## src/rtl/bcd2bin_seq.sv

```systemverilog
// bcd2bin_seq: NDIG packed BCD digits -> unsigned binary, MSD first, one digit per clock; BCD2BIN_SAT_EN adds digit clamp + saturation.
// Latency: start sampled at edge 0, done after edge NDIG+1; start is ignored while busy (not queued), no backpressure.
module bcd2bin_seq #(
   parameter int NDIG  = 3,
   parameter int BIN_W = 10
) (
   input  logic              CLOCK_50,
   input  logic              rst_n,
   input  logic              start,
   input  logic [4*NDIG-1:0] bcd_in,
   output logic              busy,
   output logic              done,
   output logic [BIN_W-1:0]  binary_out,
   output logic              err
);

   localparam int IDX_W = (NDIG > 1) ? $clog2(NDIG) : 1;
   localparam logic [IDX_W-1:0] IDX_MSD = IDX_W'(NDIG - 1);

   localparam logic [1:0] S_IDLE   = 2'd0;
   localparam logic [1:0] S_CALC   = 2'd1;
   localparam logic [1:0] S_FINISH = 2'd2;

   logic [1:0]        state;
   logic [4*NDIG-1:0] bcd_q;
   logic [IDX_W-1:0]  idx;
   logic [BIN_W-1:0]  acc;
   logic [BIN_W-1:0]  acc_nxt;
   logic              err_acc;
   logic [3:0]        dig;

   always_comb begin
      dig = 4'd0;
      for (int i = 0; i < NDIG; i++) begin
         if (idx == IDX_W'(i)) dig = bcd_q[4*i +: 4];
      end
   end

`ifdef BCD2BIN_SAT_EN
   logic [3:0]       dig_use;
   logic [BIN_W+3:0] wide;

   // Once acc reaches all-ones, acc*10 always exceeds it again, so saturation sticks.
   always_comb begin
      dig_use = (dig > 4'd9) ? 4'd9 : dig;
      wide    = ({4'b0, acc} << 3) + ({4'b0, acc} << 1) + {{BIN_W{1'b0}}, dig_use};
      acc_nxt = (wide > {4'b0, {BIN_W{1'b1}}}) ? {BIN_W{1'b1}} : wide[BIN_W-1:0];
   end
`else
   always_comb begin
      acc_nxt = (acc << 3) + (acc << 1) + BIN_W'(dig);
   end
`endif

   always_ff @(posedge CLOCK_50 or negedge rst_n) begin
      if (!rst_n) begin
         state      <= S_IDLE;
         bcd_q      <= '0;
         idx        <= '0;
         acc        <= '0;
         err_acc    <= 1'b0;
         busy       <= 1'b0;
         done       <= 1'b0;
         binary_out <= '0;
         err        <= 1'b0;
      end else begin
         case (state)
            S_IDLE: begin
               done <= 1'b0;
               if (start) begin
                  bcd_q   <= bcd_in;
                  acc     <= '0;
                  idx     <= IDX_MSD;
                  err_acc <= 1'b0;
                  busy    <= 1'b1;
                  state   <= S_CALC;
               end
            end
            S_CALC: begin
               acc     <= acc_nxt;
               err_acc <= err_acc | (dig > 4'd9);
               if (idx == '0) state <= S_FINISH;
               else           idx   <= idx - 1'b1;
            end
            S_FINISH: begin
               binary_out <= acc;
               err        <= err_acc;
               done       <= 1'b1;
               busy       <= 1'b0;
               state      <= S_IDLE;
            end
            default: begin
               busy  <= 1'b0;
               done  <= 1'b0;
               state <= S_IDLE;
            end
         endcase
      end
   end

endmodule

```

## config.mk

```make
export PLATFORM = sky130hd
export DESIGN_NAME = bcd2bin_seq
export DESIGN_NICKNAME = d
export VERILOG_FILES = /design/src/rtl/bcd2bin_seq.sv
export SDC_FILE = /design/constraint.sdc
export NUM_CORES = 1
export LEC_CHECK = 0
export ABC_AREA = 1
export ABC_CLOCK_PERIOD_IN_PS = 4300
export BUFFER_PORTS_ARGS = -buffer_cell sky130_fd_sc_hd__buf_2
export CAP_MARGIN = 10
export CORE_ASPECT_RATIO = 1.1
export CORE_MARGIN = 2
export CORE_UTILIZATION = 50
export DETAILED_ROUTE_END_ITERATION = 8
export PLACE_DENSITY = 0.71
export REMOVE_ABC_BUFFERS = 1
export SLEW_MARGIN = 20
export SYNTH_ARGS = -nofsm -noshare
export SYNTH_HDL_FRONTEND = slang
export SYNTH_SLANG_ARGS = --single-unit
```

## constraint.sdc

```tcl
create_clock -name CLOCK_50 -period 4.3 [get_ports CLOCK_50]
set_input_delay 0.86 -clock CLOCK_50 [delete_from_list [all_inputs] [get_ports CLOCK_50]]
set_output_delay 0.86 -clock CLOCK_50 [all_outputs]
set_load 0.005 [all_outputs]
```

==> results.ini <==
[placement]
portBuffers = 27
placedCellCount = 330
place_congestion = 0.8473
dp_hpwl_um = 2919
place_area_um2 = 2288

[worst_hold_path]
hold_path.startpoint = done$_DFFE_PN0N_
holdPathEnd = done$_DFFE_PN0N_
hold_depth = 2
hold_class = flop to flop

[finish]
fin_area_um2 = 2379
synthToLayoutAreaGrowth_pct = 12.22
instances_no_fill = 338
antenna_cells = 0
layout.nets = 319
drive_above_1_share_pct = 13.99
final_util_pct = 59.11

[routing]
detail-route-antenna-nets = 0
drc = 0
wirelength_um = 3946
via_per_inst = 4.888
wl_per_cell_um = 11.67
drt-pass1-iter-count = 5
drt-initial-drc-count = 63
via_count = 1652

[global_routing]
grt_max_degree = 41
grt_use_total_pct = 19.35
grt_pass1_vias = 1634
grt_pass1_wl_um = 7024
antenna_found_initial = 0
grt.overflow.total = 0

[synthesis]
yosysSeqAreaShare_pct = 47.23
synth.area.top_cells = dfrtp_1 (47%), nand2_1 (17%), ha_1 (10%)
synth_top_area_cell = dfrtp_1
synthTopCellsByCount = nand2_1 (95), dfrtp_1 (40), inv_1 (37)
yosys.cell_types.count = 22
synth_seq_cells = 40
synth_top_area_share_pct = 47.23
synth.avg_cell_area_um2 = 8.312
postSynth.asyncResetShare_pct = 100.0
yosysWarnings = 0
synth-edff-count = 0
netlist_area_um2 = 2120
synthesis.instances = 255
synth_top_flop_cell = dfrtp_1
yosys.cell_count.top_type = nand2_1

[timing]
setup_viol = 0
worst_pin_slew_ps = 870.9
fin_worst_skew_ps = 6.782
fmax_mhz = 371.0
min_period_over_period_pct = 62.69
rsz0062_at_grt = no
hold_viol_final = 0
setup_tns_ps = 0
finalCriticalPeriod_ps = 2696
relSlewSlack_pct = 41.94
slew_violations = 0

[clock_tree]
cts.sinks = 40
post_cts_buffers = 0
htree_levels = 2
numCtsBuffers = 5
clock_latency_ps = 290
holdBufCountCts = 0
cts.reportedPaths.clkPinSlew_ps = 70
cts_tree = built
root_buffer = clkbuf_8
cts_max_path_buffers = 2
cts-resized-gates = 0

[critical_path]
crit_type = flop to flop
cp-startpoint = idx[0]$_DFFE_PN0P_
r2r_cells = 13
critical_path.max_stage_delay_ps = 480
startpoint_type = flop
r2r-start = idx[0]$_DFFE_PN0P_
crit_path_end_kind = flop
required_ps = 4540
crit_slowest_cell = fa_1
cp_max_fo = 6
cp_cell_sequence = inv_1 -> ha_1 -> nand3_1 -> a31oi_1 -> inv_1 -> fa_1 -> inv_1 -> fa_1 -> nand2_1 -> nand3_1 -> a21oi_1 -> o21ai_0 -> nand2_1
critPathArrivalTime_ps = 2930
r2r_end = acc[6]$_DFFE_PN0P_
path_common_cell = inv_1
r2r_slack_ps = 1600

[floorplanning]
initial_core_util_pct = 52.67
rows = 24
die_w_um = 66.08
die_area_um2 = 4777
core_um2 = 4024
ios = 28
fp.dieH_um = 72.29

[pwr]
leakage_nw = 1.379
power.density_nw_per_um2 = 758.9
total_power_w = 0.001805
ir_drop_v = 0.0003075

[run]
maxCapViolCount = 0

[outcome]
status = finished, final reports clean

==> state kept, by name, summed over array words and instances (netlist names) <==
signal / count
err_acc: 1
state: 2
acc: 10
done: 1
err: 1
busy: 1
bcd_q: 12
binary_out: 10
idx: 2
==> logic make-up after synthesis <==
| group | share of synthesized area [%] |
|---|---|
| mux | 2.125 |
| buf+inv | 8.382 |
| simple gates | 22.37 |
| xor+xnor | 0.4133 |
| compound gates | 7.556 |
| flops | 47.23 |
| fa+ha+maj | 11.92 |
==> metrics by stage <==
stage | hold slack (ps) | setup WS, ps
2_1_floorplan | 436.6 | 1822
3_3_place_gp | 451.1 | 1726
3_5_place_dp | 461.0 | 1648
4_1_cts | 479.2 | 1628
5_1_grt | 493.8 | 1368
6_report | 474.8 | 1604
==> report_power, final <==
group / internal (W) / leakage (nW) / switching (W)
Clock: 0.000131 / 0.0455 / 0.000122
Combinational: 0.000359 / 0.828 / 0.000549
Sequential: 0.000545 / 0.506 / 0.000100
==> critical path, delay by kind of cell, from the launching register on <==
family	cells	cell delay, ps
flops	1	380
buf+inv	3	270
fa+ha+maj	3	1240
compound gates	3	420
simple gates	4	350
==> cell usage in the layout (no fill, tap or decap) <==
master / instances
dfrtp_1: 40
nor2_1: 5
nor2_4: 1
mux2_4: 3
inv_2: 2
inv_1: 37
nand2_1: 95
nand4_1: 1
clkbuf_1: 2
xnor2_1: 1
fa_1: 2
o21ai_1: 1
o21ai_0: 17
a31oi_1: 1
o22ai_1: 1
ha_1: 17
a21oi_1: 10
clkbuf_8: 6
a22oi_1: 1
nand3_1: 15
buf_2: 27
nand2_2: 1
==> area by class of cell <==
type | count | area, um^2
tap | 52 | 65.06
sequential | 40 | 1001
inverter | 39 | 146.4
fill | 372 | 1645
clock buffer | 8 | 90.09
timing repair buffer | 27 | 135.1
multi-input combinational | 172 | 940.9
==> worst max path at each step <==
stage / to / slack, ps / depth (start not counted)
final: acc[6]$_DFFE_PN0P_ / 1600 / 13
after CTS: acc[6]$_DFFE_PN0P_ / 1630 / 14
after detailed placement: acc[6]$_DFFE_PN0P_ / 1650 / 13
after global routing: acc[6]$_DFFE_PN0P_ / 1370 / 14
after global placement: acc[6]$_DFFE_PN0P_ / 1730 / 12
after floorplan: acc[6]$_DFFE_PN0P_ / 1820 / 12
==> per-layer routing <==
layer / GRT usage [%] / routed length, um / up-vias
met1: 22.73 / 1707 / 753
li1: - / - / 860
met3: 5.271 / 157 / 6
met2: 33.44 / 2012 / 33
met5: 0 / 0 / -
met4: 7.483 / 68 / 0
(Power assumes the default switching activity.)
